`src/rtl/traffic_pkg.sv`:
```
// Shared types and light encodings for the traffic phase sequencer.
// Optional macro: TRAFFIC_PHASE_SEQUENCER_FLASH_MODE_EN adds the FLASH state.
package traffic_pkg;

`ifdef TRAFFIC_PHASE_SEQUENCER_FLASH_MODE_EN
  typedef enum logic [2:0] {IDLE, GREEN, YELLOW, ALL_RED, FLASH} state_t;
`else
  typedef enum logic [1:0] {IDLE, GREEN, YELLOW, ALL_RED} state_t;
`endif

  localparam logic [2:0] LIGHT_RED = 3'b100;
  localparam logic [2:0] LIGHT_YEL = 3'b010;
  localparam logic [2:0] LIGHT_GRN = 3'b001;
  localparam logic [2:0] LIGHT_OFF = 3'b000;

  // Lamp pattern shown by the phase that owns the cycle in a given state.
  function automatic logic [2:0] active_light(input state_t s);
    case (s)
      GREEN:   active_light = LIGHT_GRN;
      YELLOW:  active_light = LIGHT_YEL;
      default: active_light = LIGHT_RED;
    endcase
  endfunction

endpackage

```
`src/rtl/traffic_phase_sequencer_phase_timer.sv`:
```
// Per-state countdown: loads a duration (0 counts as 1), decrements on tick,
// flags expiry when a tick arrives with one tick remaining.
module phase_timer #(
  parameter int TIME_W = 6
) (
  input  logic              clk,
  input  logic              rst_n,
  input  logic              load,
  input  logic              clear,
  input  logic [TIME_W-1:0] duration,
  input  logic              tick,
  output logic [TIME_W-1:0] time_left,
  output logic              expire
);

  assign expire = tick && (time_left == TIME_W'(1));

  // Countdown register; clear beats load beats decrement.
  always_ff @(posedge clk or negedge rst_n) begin
    if (!rst_n) begin
      time_left <= '0;
    end else if (clear) begin
      time_left <= '0;
    end else if (load) begin
      time_left <= (duration == '0) ? TIME_W'(1) : duration;
    end else if (tick && (time_left > TIME_W'(1))) begin
      time_left <= time_left - TIME_W'(1);
    end
  end

endmodule

```
`src/rtl/traffic_phase_sequencer.sv`:
```
// N-phase round-robin intersection sequencer with pedestrian early cut.
// Optional macro: TRAFFIC_PHASE_SEQUENCER_FLASH_MODE_EN (flash_mode port, FLASH state).
module traffic_phase_sequencer
  import traffic_pkg::*;
#(
  parameter int NUM_PHASES = 2,
  parameter int TIME_W     = 6,
  parameter int PED_CUT    = 10
) (
  input  logic                          clk,
  input  logic                          rst_n,
  input  logic                          tick,
  input  logic [NUM_PHASES-1:0]         ped_req,
  input  logic [TIME_W-1:0]             green_time,
  input  logic [TIME_W-1:0]             yellow_time,
  input  logic [TIME_W-1:0]             allred_time,
`ifdef TRAFFIC_PHASE_SEQUENCER_FLASH_MODE_EN
  input  logic                          flash_mode,
`endif
  output logic [3*NUM_PHASES-1:0]       lights,
  output logic [$clog2(NUM_PHASES)-1:0] active_phase,
  output logic [TIME_W-1:0]             time_left,
  output logic [NUM_PHASES-1:0]         walk_pending
);

  localparam int PW = $clog2(NUM_PHASES);
  localparam logic [TIME_W-1:0] PED_CUT_W = TIME_W'(PED_CUT);

  state_t                  state, state_n;
  logic [PW-1:0]           phase_n;
  logic [3*NUM_PHASES-1:0] lights_n;
  logic [NUM_PHASES-1:0]   walk_n, active_mask, next_mask;
  logic                    t_load, t_clear, t_expire, early_cut;
  logic [TIME_W-1:0]       t_dur;
  logic                    flash_on, flash_on_n;

  phase_timer #(.TIME_W(TIME_W)) u_timer (
    .clk       (clk),
    .rst_n     (rst_n),
    .load      (t_load),
    .clear     (t_clear),
    .duration  (t_dur),
    .tick      (tick),
    .time_left (time_left),
    .expire    (t_expire)
  );

  // One-hot masks of the current and next owning phase.
  always_comb begin
    active_mask = '0;
    next_mask   = '0;
    for (int unsigned i = 0; i < NUM_PHASES; i++) begin
      active_mask[i] = (PW'(i) == active_phase);
      next_mask[i]   = (PW'(i) == phase_n);
    end
  end

  assign early_cut = (state == GREEN) && (|(walk_pending & ~active_mask)) &&
                     (time_left <= PED_CUT_W);

  // Next-state, next-phase and timer load selection.
  always_comb begin
    state_n = state;
    phase_n = active_phase;
    t_load  = 1'b0;
    t_clear = 1'b0;
    t_dur   = '0;
    case (state)
      IDLE: begin
        state_n = GREEN;
        phase_n = '0;
        t_load  = 1'b1;
        t_dur   = green_time;
      end
      GREEN: if (early_cut || t_expire) begin
        state_n = YELLOW;
        t_load  = 1'b1;
        t_dur   = yellow_time;
      end
      YELLOW: if (t_expire) begin
        state_n = ALL_RED;
        t_load  = 1'b1;
        t_dur   = allred_time;
      end
      ALL_RED: if (t_expire) begin
        state_n = GREEN;
        t_load  = 1'b1;
        t_dur   = green_time;
        phase_n = (active_phase == PW'(NUM_PHASES - 1)) ? '0 : active_phase + PW'(1);
      end
`ifdef TRAFFIC_PHASE_SEQUENCER_FLASH_MODE_EN
      FLASH: if (!flash_mode) begin
        state_n = ALL_RED;
        t_load  = 1'b1;
        t_dur   = allred_time;
        phase_n = PW'(NUM_PHASES - 1);
      end else begin
        t_clear = 1'b1;
      end
`endif
      default: state_n = IDLE;
    endcase
`ifdef TRAFFIC_PHASE_SEQUENCER_FLASH_MODE_EN
    if (flash_mode && state != FLASH) begin
      state_n = FLASH;
      t_load  = 1'b0;
      t_clear = 1'b1;
    end
`endif
  end

  // Registered outputs are derived from the next state so they change on the same edge.
  always_comb begin
    flash_on_n = flash_on;
`ifdef TRAFFIC_PHASE_SEQUENCER_FLASH_MODE_EN
    if (state_n == FLASH)
      flash_on_n = (state != FLASH) ? 1'b1 : (tick ? ~flash_on : flash_on);
`endif
    lights_n = '0;
    for (int unsigned i = 0; i < NUM_PHASES; i++) begin
      lights_n[3*i +: 3] = next_mask[i] ? active_light(state_n) : LIGHT_RED;
`ifdef TRAFFIC_PHASE_SEQUENCER_FLASH_MODE_EN
      if (state_n == FLASH)
        lights_n[3*i +: 3] = flash_on_n ? LIGHT_YEL : LIGHT_OFF;
`endif
    end
    // A request arriving on the edge its phase turns green is served, so clear wins.
    walk_n = (walk_pending | (ped_req & ~((state == GREEN) ? active_mask : '0))) &
             ~(((state_n == GREEN) && (state != GREEN)) ? next_mask : '0);
  end

  // State and output registers.
  always_ff @(posedge clk or negedge rst_n) begin
    if (!rst_n) begin
      state        <= IDLE;
      active_phase <= '0;
      lights       <= {NUM_PHASES{LIGHT_RED}};
      walk_pending <= '0;
      flash_on     <= 1'b0;
    end else begin
      state        <= state_n;
      active_phase <= phase_n;
      lights       <= lights_n;
      walk_pending <= walk_n;
      flash_on     <= flash_on_n;
    end
  end

endmodule

```
`config.mk`:
```
export PLATFORM = sky130hd
export DESIGN_NAME = traffic_phase_sequencer
export DESIGN_NICKNAME = d
export VERILOG_FILES = /design/src/rtl/traffic_pkg.sv /design/src/rtl/traffic_phase_sequencer_phase_timer.sv /design/src/rtl/traffic_phase_sequencer.sv
export SDC_FILE = /design/constraint.sdc
export NUM_CORES = 1
export LEC_CHECK = 0
export ABC_AREA = 1
export CAP_MARGIN = 20
export CORE_MARGIN = 1
export CORE_UTILIZATION = 24
export DETAILED_ROUTE_END_ITERATION = 8
export PLACE_DENSITY_LB_ADDON = 0.2
export SYNTH_ARGS = -nofsm -noshare
export SYNTH_HDL_FRONTEND = slang
export SYNTH_SLANG_ARGS = --single-unit
```
`constraint.sdc`:
```
create_clock -name clk -period 3.1 [get_ports clk]
set_input_delay 0.93 -clock clk [delete_from_list [all_inputs] [get_ports clk]]
set_output_delay 0.93 -clock clk [all_outputs]
set_load 0.02 [all_outputs]
```
### Yosys cells after proc, flatten, opt, wreduce, memory -nomap -nowiden

Cells that the tools add are included.

* word-level logic and storage cells: 58
* flip-flop bits (word level): 17
* output and inout port bits: 15
* input port bits: 23

* bitwise logic cells: 9
* eq/ne operators: 7
* reductions and logical operators: 11
* add/subtract/negate cells: 2
* $lt $le $gt $ge: 2
* multiplexer cells: 22

Operator list (count)
* $mux W6: 6
* $pmux W6 S4: 1
* $mux W2: 5
* $pmux W2 S4: 1
* $and A2 B2 Y2: 3
* $eq A2 B2 Y1 const B: 3
* $eq A6 B1 Y1 const B: 1
* $gt A6 B1 Y1 const B: 1
* $le A6 B4 Y1 const B: 1
* $logic_not A6 Y1: 1
* $mux W3: 2
* $not A2 Y2: 3
* $pmux W3 S2: 1
* $sub A6 B1 Y6 const B: 1
* $logic_and A1 B1 Y1: 5
* $eq A2 B1 Y1 const B: 2
* $mux W1: 4
* $reduce_or A2 Y1: 2
* $pmux W1 S3: 1
* $logic_not A2 Y1: 1
* $ne A2 B1 Y1 const B: 1
* $not A1 Y1: 2
* $or A2 B2 Y2: 1
* $pmux W1 S2: 1
* 3 further kinds: 3

### Longest topological paths before layout

Gate-level depths: netlist of the first run.

* word-level depth: 14
* depth in mapped cells: 15
* gate-level depth less buffers: 14

### Hierarchy

A second synthesis of the first run with hierarchy kept.

* cells, all modules: 179
* area total of the unflattened synthesis: 1328.8 µm²

By module, submodules not included
* traffic_phase_sequencer: seq. area each 277.8 µm², area an instance 790.8 µm², times used 1, cells an instance 105
* phase_timer: seq. area each 150.1 µm², area an instance 538.0 µm², times used 1, cells an instance 74

### Least setup slack after synthesis of the first run

No wires, ideal clock.

* kind: input port to flip-flop
* start: input tick
* end: register lights[5]
* cell stages on the path: 8
* data required time: 3023 ps
* path slack: 1140 ps
* data arrival time: 1883 ps
* buffers on the path: 0
* library setup time: 77 ps
* path through: nand3_4 -> nand2_4 -> nand2_4 -> a31oi_1 -> inv_1 -> ha_1 -> inv_1 -> nand2_1

* word-level cells in the longest chain between the ends: 7
* elaborated cells between the ends (all ways): 12
* classes of those cells: eq/ne (2); mux (8); reduce/logical (2)

RTL lines
* start, declared: RTL line traffic_phase_sequencer.sv:12 `input logic tick,`
* $logic_and A1 B1 Y1 *: RTL line traffic_phase_sequencer_phase_timer.sv:16 `assign expire = tick && (time_left == TIME_W'(1));`
* $logic_or A1 B1 Y1: RTL line traffic_phase_sequencer.sv:75 `GREEN: if (early_cut || t_expire) begin`
* $mux W2: RTL line traffic_phase_sequencer.sv:75
* $pmux W2 S4 *: RTL line traffic_phase_sequencer.sv:68 `case (state)`
* net state_n[1]: RTL line traffic_phase_sequencer.sv:29 `state_t state, state_n;`
* $eq A2 B2 Y1 / $eq A2 B1 Y1 (equally long branches): RTL line traffic_pkg.sv:18 `case (s)`
* $pmux W3 S2 *: RTL line traffic_pkg.sv:18
* $mux W3 *: RTL line traffic_phase_sequencer.sv:121 `lights_n[3*i +: 3] = next_mask[i] ? active_light(state_n) : LIGHT_RED;`
* net lights_n[5]: RTL line traffic_phase_sequencer.sv:31 `logic [3*NUM_PHASES-1:0] lights_n;`
* end signal, assigned: RTL line traffic_phase_sequencer.sv:137 `lights <= {NUM_PHASES{LIGHT_RED}};`
* end signal, assigned: RTL line traffic_phase_sequencer.sv:143 `lights <= lights_n;`
* end, declared: RTL line traffic_phase_sequencer.sv:20 `output logic [3*NUM_PHASES-1:0] lights,`

Mark *: on every way through the listed nets, which the timed path passes. The rest lies on a longest branch.
A chain may end at the register's enable or synchronous reset.

### Final worst setup path of the first run

* start: input tick
* end: register walk_pending[1]

* word-level cells in the longest chain between the ends: 9
* elaborated cells between the ends (all ways): 13
* classes of those cells: eq/ne (1); mux (7); bitwise (2); reduce/logical (3)

RTL lines
* $logic_and A1 B1 Y1 *: RTL line traffic_phase_sequencer_phase_timer.sv:16
* $logic_or A1 B1 Y1: RTL line traffic_phase_sequencer.sv:75
* $mux W2: RTL line traffic_phase_sequencer.sv:75
* $pmux W2 S4 *: RTL line traffic_phase_sequencer.sv:68
* net state_n[1]: RTL line traffic_phase_sequencer.sv:29
* $eq A2 B1 Y1 *: RTL line traffic_phase_sequencer.sv:129 `~(((state_n == GREEN) && (state != GREEN)) ? next_mask : '0);`
* $logic_and A1 B1 Y1 *: RTL line traffic_phase_sequencer.sv:129
* $mux W2 *: RTL line traffic_phase_sequencer.sv:129
* $not A2 Y2 *: RTL line traffic_phase_sequencer.sv:129
* $and A2 B2 Y2 *: RTL line traffic_phase_sequencer.sv:128 `walk_n = (walk_pending | (ped_req & ~((state == GREEN) ? active_mask : '0))) &`
* net walk_n[1]: RTL line traffic_phase_sequencer.sv:32 `logic [NUM_PHASES-1:0] walk_n, active_mask, next_mask;`
* end signal, assigned: RTL line traffic_phase_sequencer.sv:144 `walk_pending <= walk_n;`
* end, declared: RTL line traffic_phase_sequencer.sv:23 `output logic [NUM_PHASES-1:0] walk_pending`

Marked as above.

==> reports/metrics.csv, run 1 <==
stage;metric;value;unit
run_status;status;finished, final reports clean;
detailed_routing;postRouteWirelength;3.27;mm
power_and_ir_drop;power_frac_seq;0.228;
timing;timing.final.crit_period;2.43;ns
yosys;netlist_instances;170;
clock_network;cts_inserted_buffers;3;
timing;max_slew.worst_pin.slew;0.799;ns
yosys;synth-seq-cells;17;
power_and_ir_drop;power.share.combinational;0.665;
power_and_ir_drop;power.switching;807;uW
placement;placedInstanceArea;0.00171;sq mm
min_path;worstHoldPathCells;2;
clock_network;cts.repair.resized;0;
global_routing;first_global_vias;1199;
timing;finalHoldWorstSlack;0.539;ns
clock_network;clock_path_buffers;2;
timing;rsz0062_at_grt;no;
floorplanning;fp.dieW;74.6;microns
yosys;ys_dominant_reg_cell;sky130_fd_sc_hd__dfrtp_1;
power_and_ir_drop;leakage_power_summed_over_all_cells;0.829;nW
layout;syn_to_final_growth;39.2;%
layout;final_layout_size_suffix_gt1_frac;0.153;
setup_path;worstSetupPathDepth;8;
power_and_ir_drop;clkPwrFrac;0.108;
floorplanning;pin_count;38;
global_routing;groute.usage.overall;0.129;
clock_network;post-cts-setup-buffer-count;0;
yosys;post_synth.cell_area_avg;7.44;sq um
setup_path;crit_path_cell_trace;clkdlybuf4s50_1 -> nand3_4 -> nand2_4 -> nand2_4 -> a31oi_1 -> inv_1 -> ha_1 -> a31oi_1;
power_and_ir_drop;power.density_cell_area;924;mW/mm^2
timing;fmax;412;MHz
floorplanning;floorplan.initialDensity;0.248;
yosys;synth_common_cells;46 x sky130_fd_sc_hd__nand2_1, 24 x sky130_fd_sc_hd__inv_1, 15 x sky130_fd_sc_hd__dfrtp_1, 9 x sky130_fd_sc_hd__ha_1, 9 x sky130_fd_sc_hd__nand3_1;
timing;clock_skew;0.00492;ns
yosys;postSynthNetCount;202;
setup_path;endpoint_type_of_the_worst_setup_path;flip-flop;
yosys;synth_async_sr_flop_share;1.00;
timing;tns;0;ns
setup_path;path_buf_inv;2;
placement;hpwlAfterDp;2.61;mm
setup_path;data_arrival_critical_path;2.61;ns
setup_path;largest_delay_contributor_family_on_the_critical_path;buffers and inverters;
global_routing;initial_antenna_violation_count;0;
yosys;yosysTopAreaCell;sky130_fd_sc_hd__dfrtp_1;
power_and_ir_drop;finalPower;1.63;mW
clock_network;ctsRootBufferMaster;sky130_fd_sc_hd__clkbuf_8;
clock_network;cts_hold_buf;0;
floorplanning;core_area;0.00511;sq mm
yosys;yosys_warnings;0;
yosys;yosysMostFrequentCell;sky130_fd_sc_hd__nand2_1;
timing;final_hold_viol_count;0;
detailed_routing;number_of_routed_nets_with_antenna_violations;0;
setup_path;worst_path_fanout_max;6;
clock_network;clock_tree.htree_level_count;1;
global_routing;global_route.overflow_total;0;
layout;layout.nets;242;
flow_run;drv_cap;0;
global_routing;grt_pass1_wl;5.39;mm
clock_network;clock_sinks;17;
setup_path;worst_path_required;3.28;ns
yosys;yosysTopAreaCellShare;0.297;
layout;n_antenna_cell;0;
layout;postLayoutCellArea;0.00176;sq mm
power_and_ir_drop;internal-power;821;uW
detailed_routing;drc;0;
placement;io_buffers;37;
layout;layout.core_utilization;0.345;
floorplanning;floorplan.die.height;74.6;microns
timing;timing.final.crit_share;0.784;
timing;slew_violations;0;
floorplanning;placementRows;26;
floorplanning;die_area;0.00557;sq mm
yosys;syn-cell-area;0.00126;sq mm
power_and_ir_drop;peakVddDrop;0.000351;V
detailed_routing;drt-wirelength-per-cell;11.7;microns
clock_network;tritoncts;done;
global_routing;largest_net_degree_at_the_start_of_global_routing;18;
yosys;netlist-cell-type-count;31;
setup_path;timing.critical_path.from_type;input pin;
setup_path;critPathKind;in2reg;
yosys;yosys-top-cells-area;sky130_fd_sc_hd__dfrtp_1 30%, sky130_fd_sc_hd__nand2_1 14%, sky130_fd_sc_hd__ha_1 8.9%;
power_and_ir_drop;sw_frac_of_total;0.496;
setup_path;slowest_stage;sky130_fd_sc_hd__clkdlybuf4s50_1;
min_path;worstHoldPathType;reg2reg;
yosys;synth_edf_count;0;
setup_path;timing.critical_path.slowest_cell_delay;0.54;ns
detailed_routing;drt_pass_1_iters;4;
timing;max-slew-margin-rel;0.466;
detailed_routing;post_dr_vias_cell;4.22;
clock_network;clkTransAtPathRegs;0.07;ns
placement;globalplace.congestion;0.839;
detailed_routing;routed_vias;1177;
clock_network;worst_skew_pair.late_latency;0.26;ns
detailed_routing;first_iter_violations;29;
timing;report.final.setup_viol;0;
layout;fillers;588;
setup_path;rr_worst_depth;11;
yosys;ys_seq_area_frac;0.338;
## flip-flops by register name, indices dropped and copies added (netlist names)
name,flops
lights,6
u_timer.time_left,6
state,2
walk_pending,2
active_phase,1
## worst min-delay path, stage by stage (launching register included)
cell and delay (ns):
sky130_fd_sc_hd__dfrtp_1 0.40, sky130_fd_sc_hd__o21ai_2 0.08, sky130_fd_sc_hd__inv_2 0.03
## path summary, 6_finish.rpt
kind,endpoint,from,slack [ns]
max,walk_pending[1],tick,0.67
min,walk_pending[0],walk_pending[0],0.54
max reg2reg,walk_pending[1],state[1],0.82
min reg2reg,walk_pending[0],walk_pending[0],0.54
max in group asynchronous,u_timer.time_left[4],rst_n,1.47
min in group asynchronous,u_timer.time_left[0],rst_n,1.13
## stage by stage
stage	instances	setup WS [ns]
final	279	0.670
after global routing	279	0.564
after CTS	279	0.654
after detailed placement	275	0.387
after global placement	275	0.432
after floorplan	170	1.14
## power groups by stage
stage / Sequential, mW / Combinational [mW] / Clock [mW]
after global routing: 0.382 / 1.20 / 0.194
after CTS: 0.372 / 1.10 / 0.183
after detailed placement: 0.376 / 1.09 / 0
final: 0.371 / 1.08 / 0.175
after floorplan: 0.446 / 0.698 / 0
after global placement: 0.378 / 1.08 / 0
## layer usage
| metal | GRT usage | part of all wire | up-vias |
|---|---|---|---|
| li1 | - | - | 609 |
| met1 | 0.158 | 0.45 | 542 |
| met2 | 0.227 | 0.50 | 22 |
| met3 | 0.0352 | 0.036 | 4 |
| met4 | 0.0252 | 0.0070 | 0 |
| met5 | 0 | 0 | - |
## cells in the final DEF, fill, tap and decap left out, drive strengths merged
cell,count
nor4,1
clkdlybuf4s50,37
inv,32
a21oi,6
or3,1
a22o,1
ha,9
nor2,9
nand3,12
dfrtp,15
nor3,2
o21ai,15
or2,1
xor2,3
nand2,54
a31oi,2
nand4,1
dfstp,2
clkinvlp,1
clkbuf,3
o22ai,1
xnor2,1
## cell families after synthesis
family	count (synthesis)	synth area share
adders and majority gates	9	0.0890
and+or+nand+nor	81	0.327
buffers and inverters	34	0.104
xor gates and xnor gates	4	0.0277
AOI/OAI and AO/OA	25	0.114
DFF	17	0.338
## area by class of cell
type | count | area [sq um] | share of cell area
Timing Repair Buffer | 37 | 370 | 0.210
Multi-Input combinational cell | 119 | 706 | 0.401
Inverter | 32 | 120 | 0.0682
Clock inverter | 1 | 7.51 | 0.00426
Sequential cell | 17 | 428 | 0.243
Tap cell | 70 | 87.6 | 0.0498
Clock buffer | 3 | 41.3 | 0.0235
Note: power is estimated with default switching activity, not from simulation.
==> run 2: changes to the inputs <==
==> constraint.sdc (replaced) <==
create_clock -name clk -period 2.5 [get_ports clk]
set_input_delay 0.75 -clock clk [delete_from_list [all_inputs] [get_ports clk]]
set_output_delay 0.75 -clock clk [all_outputs]
set_load 0.02 [all_outputs]
==> reports/metrics.csv, run 2 (same netlist as run 1, synthesis figures left out) <==
stage;metric;value;unit;change
global_routing;groute.layer.met1.usage;0.171;;+0.0138
floorplanning;fp.dieW;74.6;microns;unchanged
floorplanning;core_area;0.00511;sq mm;unchanged
layout;most_frequent_cells_in_the_layout;46 x sky130_fd_sc_hd__nand2_1, 37 x sky130_fd_sc_hd__clkdlybuf4s50_1, 24 x sky130_fd_sc_hd__inv_1;;
setup_path;timing.critical_path.slowest_cell_delay;0.54;ns;about the same
global_routing;use_met2;0.232;;+0.00501
detailed_routing;routed_vias;1195;;+1.5%
setup_path;slowest_stage;sky130_fd_sc_hd__clkdlybuf4s50_1;;
detailed_routing;post_dr_vias_cell;4.22;;about the same
min_path;worstHoldPathType;reg2reg;;
layout;final_layout_size_suffix_gt1_frac;0.169;;+0.0159
timing;report.final.setup_viol;0;;unchanged
layout;n_antenna_cell;0;;unchanged
setup_path;path_buf_inv;2;;unchanged
min_path;hold_start;walk_pending[0];;
global_routing;grt_pass1_wl;5.63;mm;+4.5%
layout;reg_top3;lights (6), u_timer.time_left (6);;
setup_path;critical_path.startpoint;tick;;
global_routing;largest_net_degree_at_the_start_of_global_routing;18;;unchanged
timing;final_hold_viol_count;0;;unchanged
power_and_ir_drop;power.density_cell_area;1150;mW/mm^2;+24%
global_routing;first_global_vias;1218;;+1.6%
clock_network;worst_skew_pair.late_latency;0.25;ns;about the same
detailed_routing;number_of_routed_nets_with_antenna_violations;0;;unchanged
floorplanning;floorplan.die.height;74.6;microns;unchanged
detailed_routing;drt_pass_1_iters;4;;unchanged
clock_network;cts.repair.resized;0;;unchanged
setup_path;timing.critical_path.from_type;input pin;;
clock_network;post-cts-setup-buffer-count;0;;unchanged
global_routing;most_crowded_layer_after_global_routing;met2;;
setup_path;data_arrival_critical_path;2.36;ns;-0.25 ns
placement;io_buffers;37;;unchanged
setup_path;critPathKind;in2reg;;
clock_network;tritoncts;done;;
setup_path;endpoint_type_of_the_worst_setup_path;flip-flop;;
clock_network;clkTransAtPathRegs;0.07;ns;about the same
global_routing;groute.usage.overall;0.134;;+0.00503
timing;max_slew.worst_pin.slew;0.405;ns;-0.394 ns
timing;slew_violations;0;;unchanged
placement;globalplace.congestion;0.857;;+2.1%
clock_network;clock_path_buffers;2;;unchanged
clock_network;cts_hold_buf;0;;unchanged
layout;layout.nets;246;;+1.7%
timing;clock_skew;0.00207;ns;-0.00286 ns
layout;syn_to_final_growth;41.5;%;
timing;tns;0;ns;unchanged
floorplanning;placementRows;26;;unchanged
clock_network;clock_sinks;17;;unchanged
clock_network;ctsRootBufferMaster;sky130_fd_sc_hd__clkbuf_8;;
detailed_routing;drc;0;;unchanged
clock_network;clock_tree.htree_level_count;1;;unchanged
power_and_ir_drop;peakVddDrop;0.000566;V;+61%
setup_path;largest_delay_contributor_family_on_the_critical_path;buffers and inverters;;
floorplanning;pin_count;38;;unchanged
timing;max-slew-margin-rel;0.728;;+0.262
layout;final_common_cell;sky130_fd_sc_hd__nand2_1;;
clock_network;cts_inserted_buffers;3;;unchanged
timing;rsz0062_at_grt;no;;
setup_path;rr_startpoint;u_timer.time_left[0];;
global_routing;initial_antenna_violation_count;0;;unchanged
timing;timing.final.crit_share;0.874;;
detailed_routing;first_iter_violations;19;;-34%
setup_path;worst_path_fanout_max;6;;unchanged
run_status;status;finished, final reports clean;;
flow_run;drv_cap;0;;unchanged
setup_path;crit_path_cell_trace;clkdlybuf4s50_1 -> nand3_4 -> nand2_4 -> nand2_4 -> a31oi_1 -> inv_1 -> ha_1 -> a31oi_1;;
placement;hpwlAfterDp;2.61;mm;about the same
setup_path;worst_path_required;2.68;ns;-0.60 ns
power_and_ir_drop;leakage_power_summed_over_all_cells;0.848;nW;+2.2%
floorplanning;floorplan.initialDensity;0.248;;unchanged
floorplanning;die_area;0.00557;sq mm;unchanged
detailed_routing;postRouteWirelength;3.28;mm;+0.21%
global_routing;global_route.overflow_total;0;;unchanged
timing;timing.final.crit_period;2.18;ns;
timing;finalHoldWorstSlack;0.535;ns;-0.00365 ns
detailed_routing;drt-wirelength-per-cell;11.6;microns;-1.2%
timing;fmax;458;MHz;
global_routing;use_met3;0.0379;;+0.00271
## run 2: changes by cell type in the layout (fill, tap and decap cells not counted)
cell,before,now
sky130_fd_sc_hd__buf_4,0,4
## run 2: worst min-delay path, stage by stage (launching register included)
cell	delay, ns
sky130_fd_sc_hd__dfrtp_1	0.39
sky130_fd_sc_hd__o21ai_2	0.08
sky130_fd_sc_hd__inv_2	0.04
## run 2: layer usage
layer | share of wire | wire length, microns
met1 | 0.46 | 1500
met2 | 0.50 | 1640
met3 | 0.041 | 135
met4 | 0.0018 | 6
met5 | 0 | 0
## run 2: stage by stage
stage | util | setup WS, ns | std cells | cell area, sq um | power (mW)
2_1_floorplan | - | 0.582 | 170 | 1260 | 1.42
3_3_place_gp | 0.341 | 0.0119 | 279 | 1740 | 1.85
3_5_place_dp | 0.341 | 0.0444 | 279 | 1740 | 1.86
4_1_cts | 0.351 | 0.296 | 283 | 1790 | 2.08
5_1_grt | 0.351 | 0.187 | 283 | 1790 | 2.27
6_report | 0.351 | 0.316 | 283 | 1790 | 2.06
## run 2: layout make-up
type	instances	area (sq um)
Timing Repair Buffer	41	400
Inverter	32	120
Sequential cell	17	428
Tap cell	70	87.6
Clock inverter	1	7.51
Multi-Input combinational cell	119	706
Clock buffer	3	41.3
Fill cell	559	3320
## run 2: path summary, 6_finish.rpt
kind	endpoint	slack, ns	cells after the start
min in group asynchronous	u_timer.time_left[0]	0.82	2
max	walk_pending[1]	0.32	8
max reg2reg	walk_pending[1]	0.51	11
max in group asynchronous	lights[5]	1.41	2
min reg2reg	walk_pending[0]	0.54	2
min	walk_pending[0]	0.54	2
## run 2: power by group
part | switching [mW] | total (mW) | internal [mW]
clock network | 0.101 | 0.213 | 0.112
registers | 0.0755 | 0.459 | 0.383
logic | 0.830 | 1.38 | 0.554
==> run 3: changes to the inputs <==
--- a/config.mk
+++ b/config.mk
@@ -7,10 +7,11 @@
 export LEC_CHECK = 0
 export ABC_AREA = 1
 export CAP_MARGIN = 20
-export CORE_MARGIN = 1
+export CORE_MARGIN = 5
 export CORE_UTILIZATION = 24
 export DETAILED_ROUTE_END_ITERATION = 8
 export PLACE_DENSITY_LB_ADDON = 0.2
+export SLEW_MARGIN = 20
 export SYNTH_ARGS = -nofsm -noshare
 export SYNTH_HDL_FRONTEND = slang
 export SYNTH_SLANG_ARGS = --single-unit
==> reports/metrics.csv, run 3 (same netlist as run 1, synthesis figures left out) <==
stage;metric;value;unit;change
run_status;status;finished, final reports clean;;
layout;n_antenna_cell;0;;unchanged
layout;final_layout_size_suffix_gt1_frac;0.173;;+0.00388
power_and_ir_drop;peakVddDrop;0.000478;V;-16%
detailed_routing;drt-wirelength-per-cell;12.2;microns;+5.0%
flow_run;drv_cap;0;;unchanged
setup_path;timing.critical_path.from_type;input pin;;
timing;final_hold_viol_count;0;;unchanged
setup_path;critPathKind;in2reg;;
layout;sequential_cell_area;428;sq um;unchanged
clock_network;post-cts-setup-buffer-count;0;;unchanged
min_path;worstHoldPathType;reg2reg;;
power_and_ir_drop;finalPower;2.07;mW;+0.76%
floorplanning;floorplan.initialDensity;0.248;;unchanged
layout;multiInputGateArea;706;sq um;unchanged
global_routing;largest_net_degree_at_the_start_of_global_routing;18;;unchanged
setup_path;data_arrival_critical_path;2.34;ns;-0.02 ns
clock_network;cts.repair.resized;0;;unchanged
global_routing;grt_pass1_wl;5.62;mm;-0.12%
detailed_routing;routed_vias;1205;;+0.84%
floorplanning;fp.dieW;82.6;microns;+11%
timing;timing.final.crit_share;0.874;;about the same
detailed_routing;number_of_routed_nets_with_antenna_violations;0;;unchanged
clock_network;worst_skew_pair.late_latency;0.25;ns;about the same
floorplanning;core_area;0.00511;sq mm;unchanged
clock_network;ctsRootBufferMaster;sky130_fd_sc_hd__clkbuf_8;;
placement;io_buffers;37;;unchanged
clock_network;cts_inserted_buffers;3;;unchanged
floorplanning;pin_count;38;;unchanged
detailed_routing;postRouteWirelength;3.46;mm;+5.4%
global_routing;groute.usage.overall;0.108;;-0.0263
clock_network;tritoncts;done;;
timing;clock_skew;0.00591;ns;+0.00385 ns
timing;rsz0062_at_grt;no;;
detailed_routing;post_dr_vias_cell;4.24;;+0.48%
layout;fillers;555;;-0.72%
setup_path;worst_path_required;2.65;ns;-0.03 ns
global_routing;initial_antenna_violation_count;0;;unchanged
detailed_routing;highest-signal-layer;met4;;
timing;slew_violations;0;;unchanged
layout;most_frequent_cells_in_the_layout;46 x sky130_fd_sc_hd__nand2_1, 37 x sky130_fd_sc_hd__clkdlybuf4s50_1, 24 x sky130_fd_sc_hd__inv_1;;
min_path;worstHoldPathCells;2;;unchanged
clock_network;cts_hold_buf;0;;unchanged
global_routing;global_route.overflow_total;0;;unchanged
detailed_routing;drt_pass_1_iters;4;;unchanged
setup_path;endpoint_type_of_the_worst_setup_path;flip-flop;;
detailed_routing;met2_wirelength;1.66;mm;+1.5%
timing;tns;0;ns;unchanged
power_and_ir_drop;leakage_power_summed_over_all_cells;0.854;nW;+0.71%
timing;report.final.setup_viol;0;;unchanged
clock_network;clock_path_buffers;2;;unchanged
setup_path;r2r_slack;0.52;ns;about the same
clock_network;clkTransAtPathRegs;0.08;ns;about the same
floorplanning;die_area;0.00682;sq mm;+23%
setup_path;rr_worst_depth;11;;unchanged
floorplanning;floorplan.die.height;82.6;microns;+11%
placement;hpwlAfterDp;2.78;mm;+6.7%
placement;globalplace.congestion;0.890;;+3.9%
power_and_ir_drop;power.density_cell_area;1150;mW/mm^2;+0.34%
detailed_routing;drc;0;;unchanged
detailed_routing;first_iter_violations;52;;+33
layout;reg_top3;lights (6), u_timer.time_left (6);;
layout;final_common_cell;sky130_fd_sc_hd__nand2_1;;
timing;fmax;458;MHz;about the same
clock_network;clock_sinks;17;;unchanged
clock_network;clock_tree.htree_level_count;1;;unchanged
global_routing;first_global_vias;1221;;+0.25%
setup_path;worst_path_fanout_max;5;;-1
timing;max-slew-margin-rel;0.741;;+0.0137
detailed_routing;met1Wirelength;1.63;mm;+8.2%
timing;max_slew.worst_pin.slew;0.384;ns;-0.0204 ns
detailed_routing;routed-wl-met3;154;microns;+14%
layout;syn_to_final_growth;42.1;%;
layout;layout.nets;247;;+0.41%
timing;timing.final.crit_period;2.19;ns;+0.00106 ns
floorplanning;placementRows;26;;unchanged
## run 3: worst max-delay path, stage by stage
cell                              delay [ns]
sky130_fd_sc_hd__clkdlybuf4s50_1        0.53
sky130_fd_sc_hd__nand3_4                0.14
sky130_fd_sc_hd__nand2_1                0.09
sky130_fd_sc_hd__inv_1                  0.06
sky130_fd_sc_hd__o21ai_0                0.15
sky130_fd_sc_hd__a31oi_1                0.13
sky130_fd_sc_hd__buf_4                  0.16
sky130_fd_sc_hd__ha_1                   0.18
sky130_fd_sc_hd__inv_1                  0.09
sky130_fd_sc_hd__nor2_1                 0.05
## run 3: final cells by class
class	instances	area share
multi-input cells	119	0.392
flip-flops and latches	17	0.238
repair buffers	42	0.227
inverters	32	0.0668
well taps	70	0.0487
clock buffers	3	0.0230
clock inverters	1	0.00418
## run 3: per-layer routing
metal	GRT usage	vias up
li1	-	618
met1	0.138	565
met2	0.186	20
met3	0.0304	2
met4	0.00980	0
met5	0	-
## run 3: worst paths after layout
check | startpoint | endpoint
max in group asynchronous | rst_n | lights[2]
hold / removal | walk_pending[0] | walk_pending[0]
setup reg to reg | u_timer.time_left[0] | walk_pending[1]
setup / recovery | tick | lights[1]
hold reg to reg | walk_pending[0] | walk_pending[0]
min in group asynchronous | rst_n | state[0]
## run 3: power breakdown
part | internal (mW) | switching, mW
sequential | 0.383 | 0.0763
clock | 0.112 | 0.102
combinational | 0.562 | 0.835
## run 3: through the flow
stage / utilization / hold WS, ns / area [sq um] / cells / setup slack [ns]
2_1_floorplan: - / 0.454 / 1260 / 170 / 0.582
3_3_place_gp: 0.342 / 0.518 / 1750 / 280 / 0.0502
3_5_place_dp: 0.342 / 0.520 / 1750 / 280 / 0.0564
4_1_cts: 0.352 / 0.541 / 1800 / 284 / 0.309
5_1_grt: 0.352 / 0.560 / 1800 / 284 / 0.140
6_report: 0.352 / 0.532 / 1800 / 284 / 0.315
